### src/rtl/ula_pkg.sv
// Shared constants for the sequential ULA: opcodes, FSM state encoding and
// bit positions of the condition flags inside the packed flag register.
package ula_pkg;

    localparam logic [3:0] OP_ADD = 4'd0;
    localparam logic [3:0] OP_SUB = 4'd1;
    localparam logic [3:0] OP_AND = 4'd2;
    localparam logic [3:0] OP_OR  = 4'd3;
    localparam logic [3:0] OP_XOR = 4'd4;
    localparam logic [3:0] OP_NOT = 4'd5;
    localparam logic [3:0] OP_SHL = 4'd6;
    localparam logic [3:0] OP_SHR = 4'd7;
    localparam logic [3:0] OP_MUL = 4'd8;

    typedef enum logic {
        ST_IDLE = 1'b0,
        ST_MUL  = 1'b1
    } state_t;

    localparam int FLAG_Z = 0;
    localparam int FLAG_C = 1;
    localparam int FLAG_N = 2;
    localparam int FLAG_V = 3;

endpackage

### src/rtl/ula_mul.sv
// WIDTH-step shift-add multiplier. product shows the accumulator including the
// step being taken this cycle, so it is final whenever last is high.
module ula_mul
    import ula_pkg::*;
#(
    parameter int WIDTH = 8
) (
    input  logic                 clk,
    input  logic                 rst_n,
    input  logic                 load,
    input  logic [WIDTH-1:0]     a,
    input  logic [WIDTH-1:0]     b,
    output logic [2*WIDTH-1:0]   product,
    output logic                 last
);

    localparam int CW = $clog2(WIDTH + 1);

    logic [2*WIDTH-1:0] acc;
    logic [2*WIDTH-1:0] mcand;
    logic [2*WIDTH-1:0] acc_next;
    logic [WIDTH-1:0]   mplier;
    logic [CW-1:0]      cnt;
    logic               run;

    assign acc_next = mplier[0] ? acc + mcand : acc;
    assign product  = acc_next;
    assign last     = run && (cnt == CW'(WIDTH - 1));

    always_ff @(posedge clk or negedge rst_n) begin
        if (!rst_n) begin
            acc    <= '0;
            mcand  <= '0;
            mplier <= '0;
            cnt    <= '0;
            run    <= 1'b0;
        end else if (load) begin
            acc    <= '0;
            mcand  <= {{WIDTH{1'b0}}, a};
            mplier <= b;
            cnt    <= '0;
            run    <= 1'b1;
        end else if (run) begin
            acc    <= acc_next;
            mcand  <= mcand << 1;
            mplier <= mplier >> 1;
            cnt    <= cnt + 1'b1;
            if (last) begin
                run <= 1'b0;
            end
        end
    end

endmodule

### src/rtl/ula_seq.sv
// Registered ALU with condition flags and a start/busy/done handshake; MUL is
// delegated to the multi-cycle shift-add unit, everything else settles in one edge.
module ula_seq
    import ula_pkg::*;
#(
    parameter int WIDTH = 8
) (
    input  logic             clk,
    input  logic             rst_n,
    input  logic             start,
    input  logic [3:0]       tula,
    input  logic [WIDTH-1:0] barramento,
    input  logic [WIDTH-1:0] acumulador,
    output logic [WIDTH-1:0] ulaout,
    output logic             flag_z,
    output logic             flag_c,
    output logic             flag_n,
    output logic             flag_v,
    output logic             busy,
    output logic             done
);

    state_t             state;
    logic [3:0]         flags;
    logic [WIDTH:0]     sum;
    logic [WIDTH:0]     diff;
    logic [WIDTH-1:0]   res;
    logic               res_c;
    logic               res_v;
    logic [2*WIDTH-1:0] product;
    logic [WIDTH-1:0]   prod_lo;
    logic               mul_last;
    logic               mul_load;

    assign sum      = {1'b0, acumulador} + {1'b0, barramento};
    assign diff     = {1'b0, acumulador} - {1'b0, barramento};
    assign prod_lo  = product[WIDTH-1:0];
    assign mul_load = (state == ST_IDLE) && start && (tula == OP_MUL);

    always_comb begin
        res   = '0;
        res_c = 1'b0;
        res_v = 1'b0;
        case (tula)
            OP_ADD: begin
                res   = sum[WIDTH-1:0];
                res_c = sum[WIDTH];
                res_v = (acumulador[WIDTH-1] == barramento[WIDTH-1]) &&
                        (sum[WIDTH-1] != acumulador[WIDTH-1]);
            end
            OP_SUB: begin
                res   = diff[WIDTH-1:0];
                res_c = diff[WIDTH];
                res_v = (acumulador[WIDTH-1] != barramento[WIDTH-1]) &&
                        (diff[WIDTH-1] != acumulador[WIDTH-1]);
            end
            OP_AND: res = acumulador & barramento;
            OP_OR:  res = acumulador | barramento;
            OP_XOR: res = acumulador ^ barramento;
            OP_NOT: res = ~acumulador;
            OP_SHL: begin
                res   = {acumulador[WIDTH-2:0], 1'b0};
                res_c = acumulador[WIDTH-1];
            end
            OP_SHR: begin
                res   = {1'b0, acumulador[WIDTH-1:1]};
                res_c = acumulador[0];
            end
            default: ;
        endcase
    end

    ula_mul #(.WIDTH(WIDTH)) u_mul (
        .clk     (clk),
        .rst_n   (rst_n),
        .load    (mul_load),
        .a       (acumulador),
        .b       (barramento),
        .product (product),
        .last    (mul_last)
    );

    always_ff @(posedge clk or negedge rst_n) begin
        if (!rst_n) begin
            state  <= ST_IDLE;
            ulaout <= '0;
            flags  <= '0;
            busy   <= 1'b0;
            done   <= 1'b0;
        end else begin
            done <= 1'b0;
            case (state)
                ST_IDLE: begin
                    if (start) begin
                        if (tula == OP_MUL) begin
                            state <= ST_MUL;
                            busy  <= 1'b1;
                        end else begin
                            // Opcodes above SHR (other than MUL) are NOPs: hold result and flags.
                            if (tula <= OP_SHR) begin
                                ulaout         <= res;
                                flags[FLAG_Z]  <= (res == '0);
                                flags[FLAG_C]  <= res_c;
                                flags[FLAG_N]  <= res[WIDTH-1];
                                flags[FLAG_V]  <= res_v;
                            end
                            done <= 1'b1;
                        end
                    end
                end
                ST_MUL: begin
                    if (mul_last) begin
                        ulaout         <= prod_lo;
                        flags[FLAG_Z]  <= (prod_lo == '0);
                        flags[FLAG_C]  <= |product[2*WIDTH-1:WIDTH];
                        flags[FLAG_N]  <= prod_lo[WIDTH-1];
                        flags[FLAG_V]  <= 1'b0;
                        busy           <= 1'b0;
                        done           <= 1'b1;
                        state          <= ST_IDLE;
                    end
                end
                default: state <= ST_IDLE;
            endcase
        end
    end

    assign flag_z = flags[FLAG_Z];
    assign flag_c = flags[FLAG_C];
    assign flag_n = flags[FLAG_N];
    assign flag_v = flags[FLAG_V];

endmodule

### config.mk
export PLATFORM = sky130hd
export DESIGN_NAME = ula_seq
export DESIGN_NICKNAME = d
export VERILOG_FILES = /design/src/rtl/ula_pkg.sv /design/src/rtl/ula_mul.sv /design/src/rtl/ula_seq.sv
export SDC_FILE = /design/constraint.sdc
export NUM_CORES = 1
export LEC_CHECK = 0
export BUFFER_PORTS_ARGS = -buffer_cell sky130_fd_sc_hd__buf_2
export CAP_MARGIN = 40
export CORE_ASPECT_RATIO = 1.4
export CORE_MARGIN = 2
export CORE_UTILIZATION = 40
export DETAILED_ROUTE_END_ITERATION = 10
export PLACE_DENSITY = 0.64
export SETUP_SLACK_MARGIN = 0.05
export SYNTH_ARGS = -nofsm -noshare
export SYNTH_HDL_FRONTEND = slang
export SYNTH_HIERARCHICAL = 1
export SYNTH_SLANG_ARGS = --single-unit
### constraint.sdc
create_clock -name clk -period 2.7 [get_ports clk]
set_input_delay 0.135 -clock clk [delete_from_list [all_inputs] [get_ports clk]]
set_output_delay 0.135 -clock clk [all_outputs]
set_load 0.01 [all_outputs]
* Word level (Yosys, flattened, before mapping) *
Cells that the tools add are included.

cells by class
  $add $sub $neg = 4
  magnitude comparators = 1
  equality and inequality tests = 18
  muxes and demuxes = 36
  bitwise logic cells = 5
  reductions and logical operators = 12

operators with widths
  operator               count
  $mux W16               5
  $pmux W8 S8            1
  $mux W8                6
  $mux W4                6
  $eq A4 B3 Y1 const B   5
  $add A16 B16 Y16       1
  $logic_not A8 Y1       2
  $pmux W8 S2            1
  $mux W1                11
  $add A8 B8 Y9          1
  $sub A8 B8 Y9          1
  $and A8 B8 Y8          1
  $eq A4 B2 Y1 const B   2
  $not A8 Y8             1
  $or A8 B8 Y8           1
  $pmux W1 S2            4
  $pmux W4 S2            1
  $reduce_or A8 Y1       1
  $xor A8 B8 Y8          1
  $ne A2 B1 Y1 const B   3
  $logic_and A1 B1 Y1    5
  $add A4 B1 Y4 const B  1
  $eq A4 B1 Y1 const B   1
  $eq A4 B4 Y1 const B   1
  other kinds (10)       13

word-level totals
  register bits after elaboration = 60
  input port bits = 23
  output and inout port bits = 14
  word-level logic and storage cells = 86

* Longest topological paths before layout *
Gate-level depths: netlist of run 1.

  depth after elaboration = 8
  mapped depth = 12
  mapped depth without buffers = 12

* Modules after synthesis *
The synthesis of run 1 kept the hierarchy.

modules (own cells, without submodules)
  module   times used  cells an instance  area an instance (um^2)  sequential area each (um^2)
  ula_mul  1           294                2803.9                   1126.1
  ula_seq  1           276                2245.9                   350.3

* Least setup slack after synthesis of run 1 *
No wires, ideal clock.

  path type = flip-flop to flip-flop
  start point = register u_mul.acc[0]
  end point = register flags[1]
  setup time = 0.132 ns
  data arrival time = 2.722 ns
  data required time = 2.568 ns
  setup slack = -0.154 ns
  stages on the path, launching flop included = 13
  buffers on the path = 0
  clock period less this slack = 2.854 ns
  cell sequence = dfrtp_1 > ha_1 > fa_1 > a21o_1 > a21oi_1 > o211ai_1 > a41oi_1 > xnor2_1 > mux2_2 > nor4_1 > a21oi_1 > a311oi_1 > a21oi_1

between the ends
  longest elaborated chain between the ends = 5

ends and longest elaborated chain
  what                            line            RTL
  start: declaration              ula_mul.sv:19   logic [2*WIDTH-1:0] acc;
  start signal: assignment        ula_mul.sv:44   acc <= acc_next;
  $add A16 B16 Y16                ula_mul.sv:26   assign acc_next = mplier[0] ? acc + mcand : acc;
  $mux W16                        ula_mul.sv:26
  named net product[12]           ula_seq.sv:30   logic [2*WIDTH-1:0] product;
  $reduce_or A8 Y1                ula_seq.sv:115  flags[FLAG_C] <= |product[2*WIDTH-1:WIDTH];
  $mux W4                         ula_seq.sv:112  if (mul_last) begin
  $pmux W4 S2                     ula_seq.sv:92   case (state)
  end signal: indexed assignment  ula_seq.sv:114  flags[FLAG_Z] <= (prod_lo == '0);
  end signal: indexed assignment  ula_seq.sv:115
  end signal: indexed assignment  ula_seq.sv:116  flags[FLAG_N] <= prod_lo[WIDTH-1];
  end: declaration                ula_seq.sv:24   logic [3:0] flags;

The timed path passes the listed nets, and every way through them passes these cells. The select of a mux whose other input is x is not followed.
A chain may end at the register's enable or synchronous reset.

* Final worst setup path of run 1 *
Ends and elaborated chain as after synthesis.

==> impl_results.md, run 1 <==
* Std cell rows at 48
* Remaining global-route overflow at 0
* Reg clk slew, reported paths at 60 ps
* Seq pwr share at between 30% and 40%
* Commonest cells post-synth: dfrtp_1 (59), nand2_1 (54), nor2_1 (51), ha_1 (41), mux2i_1 (38)
* Number of global-route vias before repair at 4798
* Peak supply drop at 0.000310 V
* Hold Fails Final Rpt at 0
* Main flop type after synthesis: dfrtp_1
* Fin Clk Skew at between 6 and 7 ps
* Synth cell types at 75
* FF+latch area at ~1500 um2
* Post-CTS Setup Bufs at 0
* Crit path kind: register to register
* Worst Path Required at a little under 3000 ps
* Switching power at 632 uW
* GRT Overall Usage at a little over a fifth
* Max_slew headroom at 43.4%
* Power Internal at 1.94 mW
* DIE HEIGHT at between 100 and 150 um
* Vias post-DR at 4565
* YS warnings at 6
* Placed cell count at 776
* #FFs+latches synth at 59
* CTS Buffer Depth at 2
* TritonCTS buffer count at 9
* Sw frac at 24.5%
* Setup WS post-layout at -256 ps
* Area of the multi-input gates at 3320 um2
* Max-cap viol count at 0
* Proportion of power drawn by combinational gates at between 10% and 20%
* Largest net degree at the start of global routing at 60
* Post-synth EDFFs at 0
* Clock root cell: clkbuf_16
* Syn-to-layout area delta at 20.1%
* Layout cells sized above 1 at 23.3%
* Static Leak at 2.55 nW
* Final RePlAce weighted congestion at 0.919
* Upper clock frequency limit at roughly 340 MHz
* Asr flop ratio synth at 100%
* Dpl hpwl at between 10000 and 15000 um
* Clk Latency, worst-skew pair at roughly 330 ps
* Worst-path maximum fanout at 3
* DRC violations left at 0
* Nets@finish at 705
* Initial antenna violation count at 0
* Initial core utilization at 41.0%
* Vias per inst at 5.76
* # H-tree levels at 3
* Met2 usage at 41.6%
* Syn Std Cell Area at just over 5000 um2
* Synth top area share at 29.2%
* Tmin final at 2960 ps
* TritonCTS clock tree: done
* Antenna cells at 0
* Failing checks: setup timing
* Die width at 99.0 um
* Post-place setup slack at -368 ps
* Port bufs at 36
* Die Area at 13600 um2
* CP Capture Type: register
* Fraction of the yosys area taken by sequential cells at 29.2%
* Antenna Violating Nets Remaining at 0
* Hold Path Class: input port to register
* Pre-Repair DR Iteration Count at 5
* Final setup viols at 1
* Synth area leaders: dfrtp_1 (29%), ha_1 (10%), mux2i_1 (7.5%)
* Max Slew Vio Count at 0
* Final std cells w/o fill at 793
* Outcome: complete, but fails checks
* Worst setup SP type: register
* Slew @ Worst Pin at 849 ps
* Arr. time, crit path at around 3200 ps
* GR Util met1 at between 20 and 25%
* Syn Nets at approximately 640
* Most frequent cell after synthesis: dfrtp_1
* Wire per inst at 17.7 um
* Global-route wire length before repair at 23300 um
* Core area at 12300 um2
* RSZ-0062 raised after global routing: yes
* FILL cells at about 1200
* Initial DRC Count at 202
* Mean post-synth cell area at 8.86 um2
* Routed WL at 14000 um
* Num Clock Sinks at 59
* PwrDens at roughly 420 nW/um2
* Top Usage Layer GRT: met2
* Largest area contributor in the netlist: dfrtp_1
* Final worst path period share at 109%
* Mapped Cells at 570
* # IOs at 37
* Clock Power Share at 52.1%
* Met3 Track Usage GR at roughly 3.2%
-- cell families after synthesis --
| logic type | Yosys count | share of synthesized area, % |
|---|---|---|
| simple gates | 172 | 16.9 |
| compound gates | 155 | 20.5 |
| fa+ha+maj | 44 | 11.3 |
| buf+inv | 67 | 6.54 |
| flops | 59 | 29.2 |
| xor+xnor | 17 | 2.95 |
| mux | 56 | 12.5 |
-- cell type report --
| cell class | instances | area share [%] |
|---|---|---|
| multi-input combinational | 444 | 54.8 |
| sequential | 59 | 24.4 |
| timing repair buffer | 90 | 9.90 |
| clock buffer | 10 | 3.94 |
| tap | 150 | 3.09 |
| inverter | 34 | 2.10 |
| clock inverter | 6 | 1.86 |
-- sequential cells by signal, summed over array words and instances (netlist names), 4 cells and up --
signal / count
u_mul/acc: 16
u_mul/mcand: 16
u_mul/mplier: 8
ulaout: 7
flags: 4
u_mul/cnt: 4
-- worst paths after layout --
check                                    startpoint                          end  slack, ps  cells after the start
setup / recovery           u_mul/acc[0]$_DFFE_PN0P_         flags[1]$_DFFE_PN0P_       -260                     13
hold / removal                        barramento[3]  u_mul/mplier[3]$_DFFE_PN0P_         60                      3
setup reg to reg           u_mul/acc[0]$_DFFE_PN0P_         flags[1]$_DFFE_PN0P_       -260                     13
hold reg to reg               ulaout[2]$_DFFE_PN0P_        ulaout[2]$_DFFE_PN0P_        470                      1
max in group asynchronous                     rst_n          u_mul/run$_DFF_PN0_       1670                      3
min in group asynchronous                     rst_n   u_mul/mcand[9]$_DFFE_PN0P_        490                      3
-- repair_timing --
item,4_1_cts,5_1_grt
hold buffers,1,0
resized for setup,6,8
hold endpoints to repair,33,0
endpoints found under the setup margin,1,4
pin swaps,1,4
-- metrics by stage --
step | power (mW) | TNS, ps | util [%] | hold slack (ps) | instance area, um2
floorplan | 1.12 | 0 | - | -161 | 5060
global placement | 1.24 | -239 | 45.8 | 327 | 5630
detailed placement | 1.24 | -368 | 45.8 | 340 | 5630
CTS | 2.61 | -213 | 49.1 | 52.9 | 6040
global route | 2.68 | -403 | 49.3 | 82.4 | 6070
finish | 2.57 | -256 | 49.3 | 55.7 | 6070
-- layer usage --
| metal | vias to the layer above | wire length, um |
|---|---|---|
| met4 | 0 | 646 |
| met2 | 120 | 7620 |
| met3 | 39 | 496 |
| met1 | 2210 | 5280 |
| li1 | 2196 | - |
| met5 | - | 0 |
-- critical path, stage by stage, from the launching register on --
cell      delay [ps]
dfrtp_1          390
ha_2             200
fa_2             350
a21o_1           180
a21oi_2          160
o211ai_1         160
nand2_1          200
xor2_2           210
a21oi_2          110
nor4_4           320
buf_4            150
a21oi_1           70
a311oi_1         280
a21oi_1           70
-- power groups by stage --
stage	clock network (mW)	registers [mW]	logic, mW
floorplan	0	0.901	0.223
global placement	0	0.900	0.335
detailed placement	0	0.900	0.341
CTS	1.38	0.885	0.344
global route	1.41	0.884	0.381
finish	1.34	0.885	0.348
-- cell usage in the layout (no fill, tap or decap), types with 3 or more instances in the layout --
master     Yosys  final
a211oi_1       5      5
a21boi_0       4      4
a21o_1        17     17
a21oi_1       33     31
a221oi_1       5      5
a311oi_1       5      4
a31oi_1        6      6
and2_1         4      4
and3_1         6      5
buf_2          5     36
buf_4          2     52
bufinv_16      0      3
clkbuf_16      0      9
dfrtp_1       59     58
ha_1          41     39
inv_1         34     34
mux2_2        12     12
mux2i_1       38     38
mux4_2         3      3
nand2_1       54     54
nand2b_1      10     10
nand3_1       10     10
nand3b_1       3      3
nand4_1        5      5
nor2_1        51     50
nor2b_1        3      3
nor3_1         6      6
o211ai_1       4      4
o21a_1         3      3
o21ai_0       37     35
o21bai_1       4      4
o22ai_1        3      3
o31ai_1        4      4
xnor2_1       11     11
xor2_1         6      5
(Power assumes the default switching activity.)
==> run 2, diff against run 1 <==
--- a/config.mk
+++ b/config.mk
@@ -11,7 +11,8 @@
 export CORE_MARGIN = 2
 export CORE_UTILIZATION = 40
 export DETAILED_ROUTE_END_ITERATION = 10
-export PLACE_DENSITY = 0.64
+export GPL_ROUTABILITY_DRIVEN = 1
+export PLACE_DENSITY = 0.62
 export SETUP_SLACK_MARGIN = 0.05
 export SYNTH_ARGS = -nofsm -noshare
 export SYNTH_HDL_FRONTEND = slang
==> constraint.sdc (replaced) <==
create_clock -name clk -period 3.6 [get_ports clk]
set_input_delay 0.18 -clock clk [delete_from_list [all_inputs] [get_ports clk]]
set_output_delay 0.18 -clock clk [all_outputs]
set_load 0.01 [all_outputs]
==> impl_results.md, run 2 (synthesized netlist as in run 1, its figures left out) <==
* Critical Path Most Common Cell: a21oi_1
* Static Leak at 2.28 nW (was 2.55 nW)
* Dpl hpwl at 10300 um (was 10700 um)
* Hold Path Class: input port to register (unchanged)
* Final setup viols at 0 (was 1)
* Worst-path maximum fanout at 3 (unchanged)
* Layout cells sized above 1 at 15.4% (was 23.3%)
* TNS Setup at 0 ps (was -256 ps)
* Dpl cell area at 5290 um2 (was 5630 um2)
* Antenna Violating Nets Remaining at 0 (unchanged)
* Worst path max stage delay at 400 ps (was 390 ps)
* TritonCTS buffer count at 9 (unchanged)
* Initial core utilization at 41.0% (unchanged)
* Initial antenna violation count at 0 (unchanged)
* # hold bufs at CTS at 1 (unchanged)
* Power Internal at 1.24 mW (was 1.94 mW)
* Antenna cells at 0 (unchanged)
* CP Cell Sequence: ha_1 > fa_1 > a21o_1 > a21oi_1 > o211ai_1 > a41oi_1 > xnor2_1 > mux2_2 > nor4_1 > a21oi_1 > a311oi_1 > a21oi_1 (was ha_2 > fa_2 > a21o_1 > a21oi_2 > o211ai_1 > nand2_1 > xor2_2 > a21oi_2 > nor4_4 > buf_4 > a21oi_1 > a311oi_1 > a21oi_1)
* Most common cell after layout, fill and taps aside: dfrtp_1 (unchanged)
* Wire per inst at 18.0 um (was 17.7 um)
* Worst setup SP type: register (unchanged)
* Seq pwr share at 38.4% (was 34.4%)
* # IOs at 37 (unchanged)
* Fin Clk Skew at 8.52 ps (was 6.88 ps)
* Final worst path period share at 89.8% (was 109%)
* Std cell rows at 48 (unchanged)
* Clock Power Share at 47.2% (was 52.1%)
* Most frequent cells in the layout: dfrtp_1 (58), nand2_1 (54), nor2_1 (51) (was dfrtp_1 (58), nand2_1 (54), buf_4 (52))
* TritonCTS clock tree: done (unchanged)
* RSZ-0062 raised after global routing: no (was yes)
* DRC violations left at 0 (unchanged)
* Fin util at 45.4% (was 49.3%)
* Vias per inst at 5.82 (was 5.76)
* WHS at 97.4 ps (was 55.7 ps)
* Num Clock Sinks at 59 (unchanged)
* Final std cells w/o fill at 747 (was 793)
* Crit path kind: register to register (unchanged)
* Max_slew headroom at 45.8% (was 43.4%)
* Slew @ Worst Pin at 803 ps (was 849 ps)
* Proportion of power drawn by combinational gates at 14.4% (was 13.5%)
* Nets@finish at 659 (was 705)
* Arr. time, crit path at 3440 ps (was 3160 ps)
* Largest net degree at the start of global routing at 34 (was 60)
* Largest regs: u_mul/acc (16), u_mul/mcand (16), u_mul/mplier (8) (unchanged)
* Outcome: completed (was complete, but fails checks)
* Critical-path top delay cell: fa_1 (was dfrtp_1)
* Switching power at 485 uW (was 632 uW)
* # resized after CTS at 0 (was 6)
* Hold Path Stages at 3 (unchanged)
* CTS Buffer Depth at 2 (unchanged)
* Port bufs at 36 (unchanged)
* Upper clock frequency limit at 309 MHz (was 338 MHz)
* Core area at 12300 um2 (unchanged)
* PwrDens at 309 nW/um2 (was 424 nW/um2)
* Peak supply drop at 0.000172 V (was 0.000310 V)
* Remaining global-route overflow at 0 (unchanged)
* Worst Path Required at 3810 ps (was 2910 ps)
* Max Slew Vio Count at 0 (unchanged)
* DIE HEIGHT at 137 um (unchanged)
* Max-cap viol count at 0 (unchanged)
* Hold Fails Final Rpt at 0 (unchanged)
* Reg2reg path depth at 12 (was 13)
* Clk Latency, worst-skew pair at 340 ps (was 330 ps)
* # H-tree levels at 3 (unchanged)
* Tmin final at 3230 ps (was 2960 ps)
* CP Capture Type: register (unchanged)
* Sw frac at 28.1% (was 24.5%)
* Routed WL at 13400 um (was 14000 um)
* Post-CTS Setup Bufs at 0 (unchanged)
* Number of global-route vias before repair at 4332 (was 4798)
* Reg clk slew, reported paths at 60 ps (about the same)
* Die width at 99.0 um (unchanged)
* Die Area at 13600 um2 (unchanged)
* Global-route wire length before repair at 21900 um (was 23300 um)
* Pwr Total at 1.73 mW (was 2.57 mW)
* Placed cell count at 730 (was 776)
* Pre-Repair DR Iteration Count at 7 (was 5)
* Setup WS post-layout at 367 ps (was -256 ps)
* Post-place setup slack at 357 ps (was -368 ps)
* Syn-to-layout area delta at 10.7% (was 20.1%)
* Vias post-DR at 4345 (was 4565)
* GRT Overall Usage at 20.6% (was 21.6%)
* Initial DRC Count at 284 (was 202)
* Clock root cell: clkbuf_16 (unchanged)
* Final Cell Area at 5590 um2 (was 6070 um2)
* Final RePlAce weighted congestion at 0.924 (was 0.919)
-- run 2: final timing paths --
kind                       slack (ps)                           to                     start
max in group asynchronous        2290          u_mul/run$_DFF_PN0_                     rst_n
setup / recovery                  370         flags[1]$_DFFE_PN0P_  u_mul/acc[0]$_DFFE_PN0P_
hold / removal                    100  u_mul/mplier[3]$_DFFE_PN0P_             barramento[3]
setup reg to reg                  370         flags[1]$_DFFE_PN0P_  u_mul/acc[0]$_DFFE_PN0P_
hold reg to reg                   470        ulaout[0]$_DFFE_PN0P_     ulaout[0]$_DFFE_PN0P_
min in group asynchronous         420    u_mul/acc[10]$_DFFE_PN0P_                     rst_n
-- run 2: critical path, delay by kind of cell, from the launching register on --
family                   cells  cell delay (ps)
adder cells (fa/ha/maj)      2              630
flip-flops                   1              390
multiplexers                 1              270
AND/OR/NAND/NOR              1              290
AO/OA/AOI/OAI                7             1410
XOR/XNOR                     1              120
-- run 2: power groups by stage --
| stage | registers, mW | logic (mW) | clock network [mW] |
|---|---|---|---|
| CTS | 0.663 | 0.246 | 0.841 |
| global route | 0.663 | 0.272 | 0.871 |
| finish | 0.664 | 0.248 | 0.816 |
| global placement | 0.675 | 0.239 | 0 |
| floorplan | 0.675 | 0.167 | 0 |
| detailed placement | 0.675 | 0.244 | 0 |
-- run 2: per-layer routing --
| layer | wire [um] | GRT usage, % | share of wire [%] |
|---|---|---|---|
| met2 | 7080 | 36.5 | 53 |
| met5 | 0 | 0 | 0 |
| met1 | 5400 | 23.2 | 40 |
| met4 | 514 | 11.2 | 3.8 |
| met3 | 446 | 3.63 | 3.3 |
-- run 2: layout make-up --
class | count | area [um2]
tap | 150 | 188
fill | 1185 | 6720
inverter | 34 | 128
sequential | 59 | 1480
multi-input combinational | 444 | 3240
clock inverter | 6 | 48.8
timing repair buffer | 44 | 263
clock buffer | 10 | 239
==> run 3, diff against run 2 <==
--- a/config.mk
+++ b/config.mk
@@ -12,7 +12,7 @@
 export CORE_UTILIZATION = 40
 export DETAILED_ROUTE_END_ITERATION = 10
 export GPL_ROUTABILITY_DRIVEN = 1
-export PLACE_DENSITY = 0.62
+export PLACE_DENSITY_LB_ADDON = 0.08
 export SETUP_SLACK_MARGIN = 0.05
 export SYNTH_ARGS = -nofsm -noshare
 export SYNTH_HDL_FRONTEND = slang
==> impl_results.md, run 3 (synthesized netlist as in run 1, its figures left out) <==
* Worst-path maximum fanout at 3 (unchanged)
* Initial core utilization at 41.0% (unchanged)
* Most frequent cells in the layout: dfrtp_1 (58), nand2_1 (54), nor2_1 (51) (unchanged)
* Setup WS post-layout at 410 ps (was 367 ps)
* Wire per inst at 18.3 um (was 18.0 um)
* Post-place setup slack at 378 ps (was 357 ps)
* Arr. time, crit path at 3400 ps (was 3440 ps)
* Dpl hpwl at 10800 um (was 10300 um)
* GRT Overall Usage at 21.4% (was 20.6%)
* Initial antenna violation count at 0 (unchanged)
* Slew @ Worst Pin at 893 ps (was 803 ps)
* Initial DRC Count at 163 (was 284)
* Worst path max stage delay at 420 ps (was 400 ps)
* Clock root cell: clkbuf_16 (unchanged)
* # H-tree levels at 3 (unchanged)
* Layout cells sized above 1 at 15.2% (was 15.4%)
* Pre-Repair DR Iteration Count at 5 (was 7)
* Final RePlAce weighted congestion at 0.880 (was 0.924)
* Reg-to-reg slack, setup at 410 ps (was 370 ps)
* DRC violations left at 0 (unchanged)
* Hold Path Class: input port to register (unchanged)
* Max Slew Vio Count at 0 (unchanged)
* Global-route wire length before repair at 22700 um (was 21900 um)
* Tmin final at 3190 ps (was 3230 ps)
* Final worst path period share at 88.6% (was 89.8%)
* Largest regs: u_mul/acc (16), u_mul/mcand (16), u_mul/mplier (8) (unchanged)
* CTS Buffer Depth at 2 (unchanged)
* Nets@finish at 660 (was 659)
* Port bufs at 36 (unchanged)
* Peak supply drop at 0.000163 V (was 0.000172 V)
* Hold Fails Final Rpt at 0 (unchanged)
* Std cell rows at 48 (unchanged)
* Die width at 99.0 um (unchanged)
* Critical Path End: flags[1]$_DFFE_PN0P_ (unchanged)
* Critical Path Most Common Cell: a21oi_1 (unchanged)
* CP Capture Type: register (unchanged)
* Remaining global-route overflow at 0 (unchanged)
* WHS at 97.9 ps (was 97.4 ps)
* RR Startpoint: u_mul/acc[0]$_DFFE_PN0P_ (unchanged)
* Upper clock frequency limit at 313 MHz (was 309 MHz)
* Final setup viols at 0 (unchanged)
* Final std cells w/o fill at 748 (was 747)
* Reg2reg path depth at 12 (unchanged)
* CP Cell Sequence: ha_1 > fa_1 > a21o_1 > a21oi_1 > o211ai_1 > a41oi_1 > xnor2_1 > mux2_2 > nor4_1 > a21oi_1 > a311oi_1 > a21oi_1 (unchanged)
* Max_slew headroom at 39.7% (was 45.8%)
* Die Area at 13600 um2 (unchanged)
* Antenna cells at 0 (unchanged)
* PwrDens at 303 nW/um2 (was 309 nW/um2)
* Critical-path top delay cell: fa_1 (unchanged)
* DIE HEIGHT at 137 um (unchanged)
* Clk Latency, worst-skew pair at 330 ps (was 340 ps)
* Vias post-DR at 4253 (was 4345)
* Crit path kind: register to register (unchanged)
* TritonCTS clock tree: done (unchanged)
* Num Clock Sinks at 59 (unchanged)
* RSZ-0062 raised after global routing: no (unchanged)
* Syn-to-layout area delta at 10.1% (was 10.7%)
* Outcome: completed (unchanged)
* TritonCTS buffer count at 9 (unchanged)
* Reg clk slew, reported paths at 50 ps (was 60 ps)
* Hold Path Stages at 3 (unchanged)
* R2R Path End: flags[1]$_DFFE_PN0P_ (unchanged)
* Static Leak at 2.27 nW (was 2.28 nW)
* Most common cell after layout, fill and taps aside: dfrtp_1 (unchanged)
* Routed WL at 13700 um (was 13400 um)
* # IOs at 37 (unchanged)
* Max-cap viol count at 0 (unchanged)
* Pwr Total at 1.69 mW (was 1.73 mW)
* Antenna Violating Nets Remaining at 0 (unchanged)
* Worst setup SP type: register (unchanged)
* CP startpoint: u_mul/acc[0]$_DFFE_PN0P_ (unchanged)
* Largest net degree at the start of global routing at 45 (was 34)
* TNS Setup at 0 ps (unchanged)
* Fin Clk Skew at 7.84 ps (was 8.52 ps)
* Core area at 12300 um2 (unchanged)
* Number of global-route vias before repair at 4344 (was 4332)
* Worst Path Required at 3810 ps (about the same)
* Placed cell count at 731 (was 730)
* Vias per inst at 5.69 (was 5.82)
run 3: critical path: cells and delay by family, from the launching register on:
family | cells | cell delay (ps)
AOI/OAI and AO/OA | 7 | 1360
and+or+nand+nor | 1 | 290
xor gates and xnor gates | 1 | 100
DFF | 1 | 400
adders and majority gates | 2 | 650
muxes | 1 | 260
run 3: layout make-up:
| type | instances | area, um2 |
|---|---|---|
| tap | 150 | 188 |
| inverter | 34 | 128 |
| fill | 1228 | 6750 |
| multi-input combinational | 444 | 3240 |
| clock inverter | 5 | 30.0 |
| clock buffer | 11 | 233 |
| sequential | 59 | 1480 |
| timing repair buffer | 45 | 258 |
run 3: worst min path at each step:
stage                  start                          end  slack (ps)
2_1_floorplan          rst_n             busy$_DFFE_PN0P_        -120
3_3_place_gp           rst_n  u_mul/mcand[10]$_DFFE_PN0P_         240
3_5_place_dp           rst_n   u_mul/mcand[9]$_DFFE_PN0P_         240
4_1_cts        barramento[2]  u_mul/mplier[2]$_DFFE_PN0P_          90
5_1_grt        barramento[3]  u_mul/mplier[3]$_DFFE_PN0P_         130
6_report       barramento[3]  u_mul/mplier[3]$_DFFE_PN0P_         100
run 3: layer usage:
metal / global-route usage, % / routed length, um
met3: 2.76 / 316
met5: 0 / 0
met4: 9.97 / 580
met1: 24.1 / 5400
met2: 39.6 / 7420
run 3: where the power goes:
| part | internal [mW] | switching, mW | total (mW) | leakage (nW) |
|---|---|---|---|---|
| clock | 0.461 | 0.310 | 0.772 | 0.125 |
| sequential | 0.664 | 0 | 0.664 | 0.598 |
| combinational | 0.0906 | 0.159 | 0.250 | 1.55 |
| total | 1.22 | 0.469 | 1.69 | 2.27 |
run 3: timing repair:
action | CTS | global route
endpoints found under the hold margin | 26 | 0
hold buffers | 1 | 0
setup buffers | 0 | 0
gates resized for setup | 0 | 0
run 3: metrics by stage:
stage	cell area, um2	util [%]
CTS	5560	45.1
global route	5560	45.1
finish	5560	45.1
floorplan	5050	-
global placement	5270	42.8
detailed placement	5290	42.9
